File: src/rtl/loader_pkg.sv
// Shared definitions for the program loader: address/word widths,
// header field widths and the loader state encoding.
// Optional feature macro: LOADER_CHECKSUM_EN adds the trailing CHK byte state.
package loader_pkg;

  // Program counter / instruction memory address width
  localparam int D = 12;

  // Machine code word width
  localparam int W = 9;

  // Stream byte width
  localparam int BYTE_W = 8;

  // Word-count bits carried in the low nibble of HDR_HI; the upper nibble must be zero
  localparam int HDR_CNT_HI_W = 4;

  // Word bits carried in the HI byte; the remaining HI bits must be zero
  localparam int WORD_HI_W = W - BYTE_W;

  // Loader states; CHK only exists when the checksum feature is compiled in
  typedef enum logic [2:0] {
    S_IDLE   = 3'd0,
    S_HDR_HI = 3'd1,
    S_HDR_LO = 3'd2,
    S_W_HI   = 3'd3,
    S_W_LO   = 3'd4,
`ifdef LOADER_CHECKSUM_EN
    S_CHK    = 3'd5,
`endif
    S_DONE   = 3'd6
  } state_e;

endpackage

File: src/rtl/prog_loader_if.sv
// Bundle of the loader's host-side byte stream, instruction memory write
// port and status signals. The master modport is the host/stream side,
// the slave modport is the loader itself.
interface prog_loader_if #(
  parameter int D = loader_pkg::D,
  parameter int W = loader_pkg::W
);

  logic         load_req;
  logic         in_valid;
  logic [7:0]   in_data;
  logic         in_ready;
  logic         im_wr_en;
  logic [D-1:0] im_addr;
  logic [W-1:0] im_wr_data;
  logic         start;
  logic         busy;
  logic         err;

  // Host view: drives the request and byte stream, observes everything else
  modport master (
    output load_req, in_valid, in_data,
    input  in_ready, im_wr_en, im_addr, im_wr_data, start, busy, err
  );

  // Loader view: consumes the byte stream, drives memory writes and status
  modport slave (
    input  load_req, in_valid, in_data,
    output in_ready, im_wr_en, im_addr, im_wr_data, start, busy, err
  );

endinterface

File: src/rtl/loader_chk.sv
// Running XOR of the payload bytes of one load session. Cleared when a new
// session starts, updated on every accepted word byte.
// Only instantiated when LOADER_CHECKSUM_EN is defined.
module loader_chk #(
  parameter int BW = 8
) (
  input  logic          clk,
  input  logic          rst_n,
  input  logic          clear_i,
  input  logic          en_i,
  input  logic [BW-1:0] data_i,
  output logic [BW-1:0] acc_o
);

  logic [BW-1:0] acc_q, acc_d;

  // Clear wins over accumulate so a new session always starts from zero
  always_comb begin
    acc_d = acc_q;
    if (clear_i) begin
      acc_d = '0;
    end else if (en_i) begin
      acc_d = acc_q ^ data_i;
    end
  end

  // Accumulator register
  always_ff @(posedge clk or negedge rst_n) begin
    if (!rst_n) begin
      acc_q <= '0;
    end else begin
      acc_q <= acc_d;
    end
  end

  assign acc_o = acc_q;

endmodule

File: src/rtl/prog_loader.sv
// Program loader: receives a byte stream (header with word count, then
// HI/LO byte pairs per instruction word) and writes the words into the
// instruction memory from address 0, then pulses start to release the
// processor. Malformed bytes set a sticky err and abandon the session.
// Optional feature macro: LOADER_CHECKSUM_EN expects a trailing XOR
// checksum byte over all word bytes; a mismatch sets err and blocks start.
module prog_loader #(
  parameter int D = loader_pkg::D,
  parameter int W = loader_pkg::W
) (
  input logic         clk,
  input logic         rst_n,
  prog_loader_if.slave bus
);

  import loader_pkg::*;

  // Where the stream goes after the last word (or an empty header)
`ifdef LOADER_CHECKSUM_EN
  localparam state_e S_AFTER_WORDS = S_CHK;
`else
  localparam state_e S_AFTER_WORDS = S_DONE;
`endif

  state_e                  state_q, state_d;
  logic [HDR_CNT_HI_W-1:0] hdrCnt_q, hdrCnt_d;
  logic [D-1:0]            count_q, count_d;
  logic [D-1:0]            word_q, word_d;
  logic [D-1:0]            addr_q, addr_d;
  logic [WORD_HI_W-1:0]    hiBits_q, hiBits_d;
  logic                    wrEn_q, wrEn_d;
  logic [W-1:0]            wrData_q, wrData_d;
  logic                    err_q, err_d;
  logic                    inReady;
  logic                    xfer;
  logic [D-1:0]            hdrCount;
  logic [D-1:0]            wordNext;

`ifdef LOADER_CHECKSUM_EN
  logic                    chkClear;
  logic                    chkEn;
  logic [BYTE_W-1:0]       chkAcc;

  // Payload checksum accumulator
  loader_chk #(.BW(BYTE_W)) u_chk (
    .clk    (clk),
    .rst_n  (rst_n),
    .clear_i(chkClear),
    .en_i   (chkEn),
    .data_i (bus.in_data),
    .acc_o  (chkAcc)
  );
`endif

  assign xfer     = bus.in_valid & inReady;
  assign hdrCount = D'({hdrCnt_q, bus.in_data});
  assign wordNext = word_q + D'(1);

  // Next-state and datapath decode; every byte-driven move waits for a transfer
  always_comb begin
    state_d  = state_q;
    hdrCnt_d = hdrCnt_q;
    count_d  = count_q;
    word_d   = word_q;
    addr_d   = addr_q;
    hiBits_d = hiBits_q;
    wrEn_d   = 1'b0;
    wrData_d = wrData_q;
    err_d    = err_q;
    inReady  = 1'b0;
`ifdef LOADER_CHECKSUM_EN
    chkClear = 1'b0;
    chkEn    = 1'b0;
`endif
    case (state_q)
      S_IDLE: begin
        if (bus.load_req) begin
          state_d = S_HDR_HI;
          err_d   = 1'b0;
          word_d  = '0;
          count_d = '0;
`ifdef LOADER_CHECKSUM_EN
          chkClear = 1'b1;
`endif
        end
      end
      S_HDR_HI: begin
        inReady = 1'b1;
        if (xfer) begin
          if (bus.in_data[BYTE_W-1:HDR_CNT_HI_W] != '0) begin
            err_d   = 1'b1;
            state_d = S_IDLE;
          end else begin
            hdrCnt_d = bus.in_data[HDR_CNT_HI_W-1:0];
            state_d  = S_HDR_LO;
          end
        end
      end
      S_HDR_LO: begin
        inReady = 1'b1;
        if (xfer) begin
          count_d = hdrCount;
          state_d = (hdrCount == '0) ? S_AFTER_WORDS : S_W_HI;
        end
      end
      S_W_HI: begin
        inReady = 1'b1;
`ifdef LOADER_CHECKSUM_EN
        chkEn = xfer;
`endif
        if (xfer) begin
          if (bus.in_data[BYTE_W-1:WORD_HI_W] != '0) begin
            err_d   = 1'b1;
            state_d = S_IDLE;
          end else begin
            hiBits_d = bus.in_data[WORD_HI_W-1:0];
            state_d  = S_W_LO;
          end
        end
      end
      S_W_LO: begin
        inReady = 1'b1;
`ifdef LOADER_CHECKSUM_EN
        chkEn = xfer;
`endif
        if (xfer) begin
          wrEn_d   = 1'b1;
          wrData_d = {hiBits_q, bus.in_data};
          addr_d   = word_q;
          word_d   = wordNext;
          state_d  = (wordNext == count_q) ? S_AFTER_WORDS : S_W_HI;
        end
      end
`ifdef LOADER_CHECKSUM_EN
      S_CHK: begin
        inReady = 1'b1;
        if (xfer) begin
          if (bus.in_data != chkAcc) begin
            err_d = 1'b1;
          end
          state_d = S_DONE;
        end
      end
`endif
      S_DONE: begin
        state_d = S_IDLE;
      end
      default: begin
        state_d = S_IDLE;
      end
    endcase
  end

  // State register; reset abandons any session in progress
  always_ff @(posedge clk or negedge rst_n) begin
    if (!rst_n) begin
      state_q <= S_IDLE;
    end else begin
      state_q <= state_d;
    end
  end

  // Header, counters, write port and error flag registers
  always_ff @(posedge clk or negedge rst_n) begin
    if (!rst_n) begin
      hdrCnt_q <= '0;
      count_q  <= '0;
      word_q   <= '0;
      addr_q   <= '0;
      hiBits_q <= '0;
      wrEn_q   <= 1'b0;
      wrData_q <= '0;
      err_q    <= 1'b0;
    end else begin
      hdrCnt_q <= hdrCnt_d;
      count_q  <= count_d;
      word_q   <= word_d;
      addr_q   <= addr_d;
      hiBits_q <= hiBits_d;
      wrEn_q   <= wrEn_d;
      wrData_q <= wrData_d;
      err_q    <= err_d;
    end
  end

  assign bus.in_ready   = inReady;
  assign bus.im_wr_en   = wrEn_q;
  assign bus.im_addr    = addr_q;
  assign bus.im_wr_data = wrData_q;
  assign bus.busy       = (state_q != S_IDLE);
  assign bus.start      = (state_q == S_DONE) && !err_q;
  assign bus.err        = err_q;

endmodule

File: src/flat_wrapper.sv
// flat-port wrapper written by rule: the top's interface ports become plain ports
module prog_loader_flat import loader_pkg::*;
#(
  parameter int D = loader_pkg::D,
  parameter int W = loader_pkg::W
)
  (clk, rst_n, bus_load_req, bus_in_valid, bus_in_data, bus_in_ready, bus_im_wr_en, bus_im_addr, bus_im_wr_data, bus_start, bus_busy, bus_err);
  prog_loader_if #(.D(D), .W(W)) bus_i ();
  input logic clk;
  input logic rst_n;
  input wire logic [$bits(bus_i.load_req)-1:0] bus_load_req;
  input wire logic [$bits(bus_i.in_valid)-1:0] bus_in_valid;
  input wire logic [$bits(bus_i.in_data)-1:0] bus_in_data;
  output wire logic [$bits(bus_i.in_ready)-1:0] bus_in_ready;
  output wire logic [$bits(bus_i.im_wr_en)-1:0] bus_im_wr_en;
  output wire logic [$bits(bus_i.im_addr)-1:0] bus_im_addr;
  output wire logic [$bits(bus_i.im_wr_data)-1:0] bus_im_wr_data;
  output wire logic [$bits(bus_i.start)-1:0] bus_start;
  output wire logic [$bits(bus_i.busy)-1:0] bus_busy;
  output wire logic [$bits(bus_i.err)-1:0] bus_err;
  assign bus_i.load_req = bus_load_req;
  assign bus_i.in_valid = bus_in_valid;
  assign bus_i.in_data = bus_in_data;
  assign bus_in_ready = bus_i.in_ready;
  assign bus_im_wr_en = bus_i.im_wr_en;
  assign bus_im_addr = bus_i.im_addr;
  assign bus_im_wr_data = bus_i.im_wr_data;
  assign bus_start = bus_i.start;
  assign bus_busy = bus_i.busy;
  assign bus_err = bus_i.err;
  prog_loader #(.D(D), .W(W)) u_core (.clk(clk), .rst_n(rst_n), .bus(bus_i));
endmodule
File: config.mk
export PLATFORM = sky130hd
export DESIGN_NAME = prog_loader_flat
export DESIGN_NICKNAME = d
export VERILOG_FILES = /design/src/rtl/loader_pkg.sv /design/src/rtl/prog_loader_if.sv /design/src/rtl/loader_chk.sv /design/src/rtl/prog_loader.sv /design/src/flat_wrapper.sv
export SDC_FILE = /design/constraint.sdc
export NUM_CORES = 1
export LEC_CHECK = 0
export BUFFER_PORTS_ARGS = -buffer_cell sky130_fd_sc_hd__buf_2
export CORE_UTILIZATION = 50
export CTS_BUF_LIST = sky130_fd_sc_hd__clkbuf_8
export DETAILED_ROUTE_END_ITERATION = 7
export GPL_TIMING_DRIVEN = 0
export PLACE_DENSITY = 0.81
export SKIP_LAST_GASP = 1
export SYNTH_ARGS = -nofsm -noshare
export SYNTH_HDL_FRONTEND = slang
export SYNTH_HIERARCHICAL = 1
export SYNTH_SLANG_ARGS = --single-unit
File: constraint.sdc
create_clock -name clk -period 3.9 [get_ports clk]
set_clock_uncertainty 0.05 [all_clocks]
set_input_delay 0.585 -clock clk [delete_from_list [all_inputs] [get_ports clk]]
set_output_delay 0.585 -clock clk [all_outputs]
set_load 0.01 [all_outputs]
Word-level counts from Yosys, hierarchy flattened
Cells that the tools add are included.
{ "classes": {"muxes": 24, "n_eq_ne": 13, "add_sub_neg": 1, "n_bitwise": 3, "n_reduce_logical": 18} }
{ "op_table": {"columns": ["op", "count"], "rows": [
  ["12-bit one-hot mux with 2 select lines", 2],
  ["12-bit 2-to-1 mux", 3],
  ["3-bit 2-to-1 mux", 8],
  ["3-bit one-hot mux with 5 select lines", 1],
  ["12-bit by 1-bit adder with 12-bit output, second input constant", 1],
  ["12-bit == test", 1],
  ["12-bit zero test", 1],
  ["2-bit by 1-bit != test with 1-bit output, second input constant", 6],
  ["3-bit AND reduction", 4],
  ["1-bit 2-to-1 mux", 8],
  ["7-bit nonzero test", 1],
  ["3-bit by 2-bit == test with 1-bit output, second input constant", 2],
  ["3-bit == test, second input constant", 2],
  ["6-bit AND reduction", 1],
  ["3-bit nonzero test", 2],
  ["5-bit AND reduction", 1],
  ["2-bit nonzero test", 2],
  ["4-bit nonzero test", 1],
  ["4-bit OR reduction", 1],
  ["3-bit by 1-bit == test with 1-bit output, second input constant", 1],
  ["3-bit zero test", 1],
  ["1-bit one-hot mux with 3 select lines", 1],
  ["2-bit 2-to-1 mux", 1],
  ["2-bit != test, second input constant", 1],
  ["other kinds (5)", 6]
]} }
{ "totals": {"elab_cells": 68, "regBits": 55} }

Depth between registers and ports, before layout
Gate-level depths: netlist of run 1.
{ "depth": {"depth_word": 6, "mapped_depth": 8, "mapped_depth_nobuf": 7} }

Worst setup path before layout of run 1
No wires, ideal clock.
{ "synth_timing": {"kind": "register -> register", "startpoint": "register u_core.word_q[0]", "endpoint": "register u_core.state_q[2]", "required_ns": 3.730, "path_stages_with_launch": 8, "path_buffers": 0, "period_less_slack_ns": 2.143, "arrival_ns": 1.974, "path_slack_ns": 1.757, "path_cell_list": "dfrtp_1 ha_1 and3_4 nand4_4 mux2_4 a311oi_2 o41ai_1 a31o_1"} }
{ "synth_between": {"elab_chain_len": 5} }
{ "synth_lines": {"columns": ["item", "line", "source"], "rows": [
  ["from (decl)", "prog_loader.sv:28", "logic [D-1:0] word_q, word_d;"],
  ["from (signal assigned)", "prog_loader.sv:177", "word_q <= word_d;"],
  ["12-bit by 1-bit adder with 12-bit output", "prog_loader.sv:57", "assign wordNext = word_q + D'(1);"],
  ["12-bit == test", "prog_loader.sv:131", "state_d = (wordNext == count_q) ? S_AFTER_WORDS : S_W_HI;"],
  ["3-bit 2-to-1 mux", "prog_loader.sv:131", null],
  ["3-bit 2-to-1 mux", "prog_loader.sv:126", "if (xfer) begin"],
  ["3-bit one-hot mux with 5 select lines", "prog_loader.sv:75", "case (state_q)"],
  ["to (signal assigned)", "prog_loader.sv:159", "state_q <= state_d;"],
  ["to (decl)", "prog_loader.sv:25", "state_e state_q, state_d;"]
]} }
Every way passes these cells. The select of a mux whose other input is x is not followed.
A chain may end at the register's enable or synchronous reset.

Final worst setup path of run 1
{ "layout_timing": {"startpoint": "register u_core.state_q[0]", "endpoint": "register u_core.word_q[10]"} }
{ "layout_between": {"elab_chain_len": 6, "word_cells_on_any_way": 13} }
{ "layout_lines": {"columns": ["item", "line", "source"], "rows": [
  ["3-bit by 1-bit == test with 1-bit output (tied with other cells)", "prog_loader.sv:75", null],
  ["4-bit OR reduction (no line)", null, null],
  ["1-bit 2-to-1 mux", "prog_loader.sv:75", null],
  ["1-bit bitwise AND", "prog_loader.sv:55", "assign xfer = bus.in_valid & inReady;"],
  ["2-bit by 1-bit != test with 1-bit output (no line)", null, null],
  ["3-bit AND reduction (no line)", null, null]
]} }
Several ways; a longest one is shown, not always the timed one.

==> impl_metrics.json, run 1 <==
{
  "hold_path_class": "primary input to async pin",
  "grt-ovfl-total": 0,
  "async_flop_share_pct": 100,
  "pre_cts_slack_ps": 1510,
  "synth_area_leaders": "dfrtp_1 (49%), nand2_1 (10%), o21ai_0 (5.6%)",
  "synth_compound_gate_area_share_pct": 11.9,
  "transition_at_the_pin_with_the_smallest_max_transition_slack_ps": 676,
  "run_status": "finished clean",
  "cts.clk_slew.worst_paths_ps": 100,
  "rr_startpoint": "u_core/state_q[0]",
  "timing.critical_path.arrival_ps": 2560,
  "core.rowCount": 26,
  "finalMaxSlewViolations": 0,
  "synth.avg_cell_area_um2": 8.93,
  "sequentialPowerShare_pct": 55.5,
  "totalNegativeSetupSlack_ps": 0,
  "cell_count_after_placement": 418,
  "power.switching_uw": 320,
  "synth-edff-count": 0,
  "detailedRoute.firstIterationViolations": 186,
  "initial_core_util_pct": 53.2,
  "placed_area_mm2": 0.00305,
  "numCtsBuffers": 5,
  "post-route-cell-area_mm2": 0.00314,
  "post_cts_buffers": 0,
  "power.density_mw_per_mm2": 360,
  "final_core_utilization_pct": 60.0,
  "intPower_uw": 813,
  "synth.yosys.warnings": 6,
  "finalNonFillerCells": 425,
  "ctsResizeCount": 0,
  "worstSkewPairLatency_ps": 310,
  "fin_ws_ps": 1500,
  "fp.dieArea_mm2": 0.00587,
  "num-fill-cells": 460,
  "critical_path_peak_fanout": 10,
  "cts.htree.levels": 2,
  "worstSetupEndpointType": "flop",
  "post-synth-top-area-fraction_pct": 49.4,
  "antenna_violations_before_repair": 0,
  "synth_fp_nets": 325,
  "route.antenna.remaining_nets": 0,
  "fmax_mhz": 416,
  "final_net_count": 368,
  "detail_route.drc_violations": 0,
  "coreArea_mm2": 0.00524,
  "first_global_vias": 2203,
  "yosys_most_used_dff": "dfrtp_1",
  "finalSetupViolations": 0,
  "via_density_per_instance": 5.43,
  "crit_type": "flop to flop",
  "cts_tree": "yes",
  "die_h_um": 76.6,
  "detailroute.via_count": 2306,
  "start_kind": "flop",
  "cts.hold.buffers_added": 0,
  "globalRouteMet3Util_pct": 3.47,
  "global_route_hottest_layer": "met2",
  "place_congestion": 0.879,
  "ios": 38,
  "grt_start_max_net_pins": 56,
  "synth-simple-area-share_pct": 25.9,
  "synth_area_mm2": 0.00279,
  "max_slew_margin_pct": 55.0,
  "clockPowerShare_pct": 28.3,
  "max-vdd-ir-drop_mv": 0.290,
  "yosys.area_share.adder_pct": 0.449,
  "layout_min_cycle_time_ps": 2400,
  "most_frequently_used_cell_type_in_the_post_synthesis_netlist": "nand2_1",
  "synth_cell_type_count": 47,
  "worstPathRequired_ps": 4060,
  "synth_mux_area_share_pct": 2.92,
  "synthDominantAreaCellType": "dfrtp_1",
  "synth.cells.most_frequent": "nand2_1 (77), dfrtp_1 (55), o21ai_0 (31)",
  "leakagePower_nw": 1.60,
  "grt_use_met1_pct": 27.0,
  "grt_use_total_pct": 21.2,
  "clock_path_buffers": 2,
  "xor_and_xnor_area_share_after_synthesis_pct": 4.72,
  "grt_pass1_wl_mm": 9.87,
  "cts_num_sinks": 55,
  "ctsRootBufferMaster": "clkbuf_8",
  "power.combinational.fraction_pct": 16.1,
  "global_route.usage.met2_pct": 36.0,
  "area_growth_syn_to_layout_pct": 12.8,
  "final_layout_size_suffix_gt1_share_pct": 19.4,
  "synth-seq-area-share_pct": 49.4,
  "post-route-period-util_pct": 61.6,
  "dr.pass1.iters": 4,
  "synthCells": 312,
  "timing.max_cap.violations": 0,
  "setup_repair_after_global_routing_missed_its_margin": "no",
  "hold_violations": 0,
  "total_power_mw": 1.13,
  "largest_family_of_logic_cells_by_synthesized_area": "simple AND/OR/NAND/NOR gates",
  "diodes": 0,
  "routed_wire_length_per_instance_um": 13.7,
  "die_w_um": 76.6,
  "ys_ff_latch": 55,
  "place.port_buffers": 36,
  "crit_start": "u_core/state_q[0]",
  "route.final.wire_length_mm": 5.81,
  "dp_hpwl_mm": 4.17,
  "worst_hold_slack_ps": 264,
  "swShare_pct": 28.2
}
==> final cells by class <==
type	instances	area [um2]	area share (%)
plain buffers	19	86.3	2.75
clock buffers	6	82.6	2.63
clock inverters	1	5.00	0.159
inverters	12	45.0	1.43
multi-input cells	226	1280	40.6
flip-flops and latches	55	1380	43.8
well taps	70	87.6	2.79
repair buffers	36	183	5.81
==> sequential cells by signal, indices dropped and copies added, names as in the netlist <==
signal	cells
u_core/bus.im_wr_data	9
u_core/hdrCnt_q	4
u_core/hiBits_q	1
u_core/bus.err	1
u_core/bus.im_addr	12
u_core/bus.im_wr_en	1
u_core/count_q	12
u_core/word_q	12
u_core/state_q	3
==> final timing paths <==
| check | to | slack, ps | cells after the start |
|---|---|---|---|
| worst max-delay path | u_core/word_q[10] | 1500 | 8 |
| worst min-delay path | u_core/bus.im_addr[2] | 260 | 1 |
| worst max register to register | u_core/word_q[10] | 1500 | 8 |
| worst min register to register | u_core/bus.im_addr[4] | 420 | 2 |
| max in group asynchronous | u_core/count_q[9] | 3100 | 1 |
| min in group clk | u_core/bus.im_addr[4] | 420 | 2 |
==> kinds of logic (layout without fill, tap and decap cells) <==
family,count (synthesis),count (layout)
buf+inv,31,74
simple gates,148,148
mux,7,7
xor+xnor,15,15
compound gates,55,55
flops,55,55
fa+ha+maj,1,1
==> worst max-delay path: stages, from the launching register on <==
cell,delay (ps)
dfrtp_1,340
clkbuf_1,300
nor2_1,140
nand3_1,340
inv_1,170
nor2_1,280
clkbuf_1,410
o21ai_0,170
o41ai_1,80
==> per-layer routing <==
layer,wire [um],vias up
met1,2770,1080
met3,271,13
met5,0,-
met4,120,0
li1,-,1145
met2,2640,68
==> placed cells by master, fill, tap and decap left out, types with 2 or more instances in the layout <==
master and count:
nor2_1 20, nand2b_1 2, o21ai_0 31, nor4_1 2, buf_4 2, nor4_2 2
clkbuf_1 9, nand4_1 4, nand3b_1 2, nand3_1 18, nand2_1 77, dfrtp_1 55
and2_1 3, nor3_1 3, o21a_1 2, a21oi_1 9, clkbuf_8 6, xor2_1 6
o41ai_1 2, mux2_2 5, o31ai_1 4, buf_2 44, inv_1 12, xnor2_1 9
nor3b_1 2
==> power by group through the flow <==
stage	sequential [mW]	combinational, mW	clock, mW
floorplan	0.636	0.120	0
global placement	0.637	0.177	0
detailed placement	0.639	0.182	0
CTS	0.628	0.183	0.328
global route	0.633	0.205	0.348
finish	0.629	0.183	0.321
(Power assumes the default switching activity.)
==> run 2, diff against run 1 <==
--- a/config.mk
+++ b/config.mk
@@ -5,6 +5,7 @@
 export SDC_FILE = /design/constraint.sdc
 export NUM_CORES = 1
 export LEC_CHECK = 0
+export ABC_AREA = 1
 export BUFFER_PORTS_ARGS = -buffer_cell sky130_fd_sc_hd__buf_2
 export CORE_UTILIZATION = 50
 export CTS_BUF_LIST = sky130_fd_sc_hd__clkbuf_8
==> constraint.sdc (replaced) <==
create_clock -name clk -period 2.48 [get_ports clk]
set_clock_uncertainty 0.05 [all_clocks]
set_input_delay 0.372 -clock clk [delete_from_list [all_inputs] [get_ports clk]]
set_output_delay 0.372 -clock clk [all_outputs]
set_load 0.01 [all_outputs]
==> impl_metrics.json, run 2 <==
{
  "synth_fp_nets": 364,
  "initial_core_util_pct": 53.0,
  "worstPathRequired_ps": 2630,
  "timing.max_cap.violations": 0,
  "worst_r2r_path_depth": 16,
  "synth.cells.most_frequent": "nand2_1 (101), dfrtp_1 (55), inv_1 (41)",
  "synthDominantAreaCellType": "dfrtp_1",
  "finalSetupViolations": 0,
  "final_layout_size_suffix_gt1_share_pct": 16.8,
  "place.port_buffers": 37,
  "finalNonFillerCells": 464,
  "ff2ff_setup_slack_ps": 480,
  "coreArea_mm2": 0.00520,
  "synth_area_leaders": "dfrtp_1 (50%), nand2_1 (14%), nand3_1 (6.7%)",
  "cts_num_sinks": 55,
  "grt_use_total_pct": 22.8,
  "setup_repair_after_global_routing_missed_its_margin": "no",
  "route.final.wire_length_mm": 6.25,
  "synth-seq-area-share_pct": 49.9,
  "crit_type": "flop to flop",
  "ios": 38,
  "timing.critical_path.arrival_ps": 2150,
  "numCtsBuffers": 5,
  "clock_path_buffers": 2,
  "leakagePower_nw": 1.58,
  "yosys_most_used_dff": "dfrtp_1",
  "most_frequently_used_cell_type_in_the_post_synthesis_netlist": "nand2_1",
  "synth.yosys.warnings": 6,
  "worstSetupEndpointType": "flop",
  "cts_tree": "yes",
  "hold_path_class": "primary input to flop",
  "die_h_um": 76.3,
  "cts.clk_slew.worst_paths_ps": 90,
  "grt_start_max_net_pins": 56,
  "leading_cell_type_in_the_layout_fill_and_taps_excluded": "nand2_1",
  "post-route-period-util_pct": 80.5,
  "synth-edff-count": 0,
  "detail_route.drc_violations": 0,
  "detailroute.via_count": 2438,
  "fp.dieArea_mm2": 0.00582,
  "finalMaxSlewViolations": 0,
  "dp_hpwl_mm": 4.46,
  "final_core_utilization_pct": 59.6,
  "antenna_violations_before_repair": 0,
  "die_w_um": 76.3,
  "run_status": "finished clean",
  "hold_violations": 0,
  "totalNegativeSetupSlack_ps": 0,
  "grt_pass1_wl_mm": 10.4,
  "async_flop_share_pct": 100,
  "critical_path_peak_fanout": 6,
  "diodes": 0,
  "via_density_per_instance": 5.25,
  "routed_wire_length_per_instance_um": 13.5,
  "worstSkewPairLatency_ps": 300,
  "ys_ff_latch": 55,
  "synth.avg_cell_area_um2": 7.86,
  "most-common-layout-cells": "nand2_1 (101), dfrtp_1 (55), inv_1 (42), buf_2 (42)",
  "synth_cell_type_count": 30,
  "max_slew_margin_pct": 19.4,
  "cell_count_after_placement": 458,
  "grt-ovfl-total": 0,
  "cts.htree.levels": 2,
  "core.rowCount": 26,
  "route.antenna.remaining_nets": 0,
  "cts.hold.buffers_added": 0,
  "start_kind": "flop",
  "max-vdd-ir-drop_mv": 0.383,
  "synthCells": 351,
  "dr.pass1.iters": 6,
  "final_net_count": 408,
  "first_global_vias": 2224,
  "transition_at_the_pin_with_the_smallest_max_transition_slack_ps": 1210,
  "place_congestion": 0.916,
  "worstHoldPathCells": 3,
  "fmax_mhz": 501,
  "synth_area_mm2": 0.00276,
  "area_growth_syn_to_layout_pct": 12.5,
  "ctsRootBufferMaster": "clkbuf_8",
  "power.density_mw_per_mm2": 693,
  "layout_min_cycle_time_ps": 2000,
  "detailedRoute.firstIterationViolations": 294,
  "post-synth-top-area-fraction_pct": 49.9,
  "post_cts_buffers": 0,
  "ctsResizeCount": 0
}
run 2: cell types whose count changed after synthesis, sizes merged, moves of 6 or more:
cell / before / now
mux2: 6 / 0
inv: 12 / 46
nand2: 77 / 105
o21ai: 31 / 44
nand3: 18 / 38
o22ai: 0 / 6
xnor2: 9 / 1
run 2: cell families after synthesis:
| family | synth area share [%] |
|---|---|
| buf+inv | 8.03 |
| simple gates | 28.8 |
| xor+xnor | 1.54 |
| flops | 49.9 |
| fa+ha+maj | 0.453 |
| compound gates | 11.3 |
run 2: critical path, stage by stage (launching register included):
cell and delay, ps:
dfrtp_1 470, ha_1 240, nand2_2 110, nor2_1 140, nand2_1 90, nand2_1 80, nand2_1 60, nand2_1 70
nand2_1 50, inv_1 50, nand2_1 50, nor2_1 170, nand2_1 70, nand2_1 50, nand2_1 50, nand2_1 50
nand2_1 40
run 2: area by class of cell:
cell class              count  area, um2
fillers                   479       2100
inverters                  46        173
clock buffers               5       68.8
plain buffers              10       48.8
multi-input cells         240       1160
clock inverters             1       3.75
well taps                  70       87.6
flip-flops and latches     55       1380
repair buffers             37        185
run 2: worst paths after layout:
path | to | startpoint
min in group asynchronous | u_core/word_q[5] | rst_n
worst min register to register | u_core/bus.im_wr_data[6] | u_core/bus.im_wr_data[6]
max in group asynchronous | u_core/hdrCnt_q[2] | rst_n
worst max-delay path | u_core/state_q[0] | u_core/word_q[0]
worst max register to register | u_core/state_q[0] | u_core/word_q[0]
worst min-delay path | u_core/bus.im_wr_data[7] | bus_in_data[7]
run 2: stage by stage:
step | hold slack (ps) | cell area (um2) | power [mW] | setup slack [ps]
2_1_floorplan | 26.4 | 2760 | 1.51 | 807
3_3_place_gp | 405 | 3030 | 1.69 | 573
3_5_place_dp | 407 | 3030 | 1.71 | 504
4_1_cts | 247 | 3100 | 2.17 | 467
5_1_grt | 257 | 3100 | 2.30 | 215
6_report | 261 | 3100 | 2.15 | 485
run 2: power breakdown:
part | leakage (nW) | total, mW | internal [mW] | switching (mW)
sequential | 0.725 | 1.09 | 1.01 | 0.0761
clock | 0.0413 | 0.459 | 0.185 | 0.273
combinational | 0.811 | 0.603 | 0.207 | 0.396
run 2: per-layer routing:
| metal | wire length [um] | share of wire, % | GRT usage, % |
|---|---|---|---|
| met1 | 2780 | 45 | 29.7 |
| met3 | 305 | 4.9 | 4.55 |
| met5 | 0 | 0 | 0 |
| met4 | 175 | 2.8 | 10.2 |
| met2 | 2990 | 48 | 36.7 |
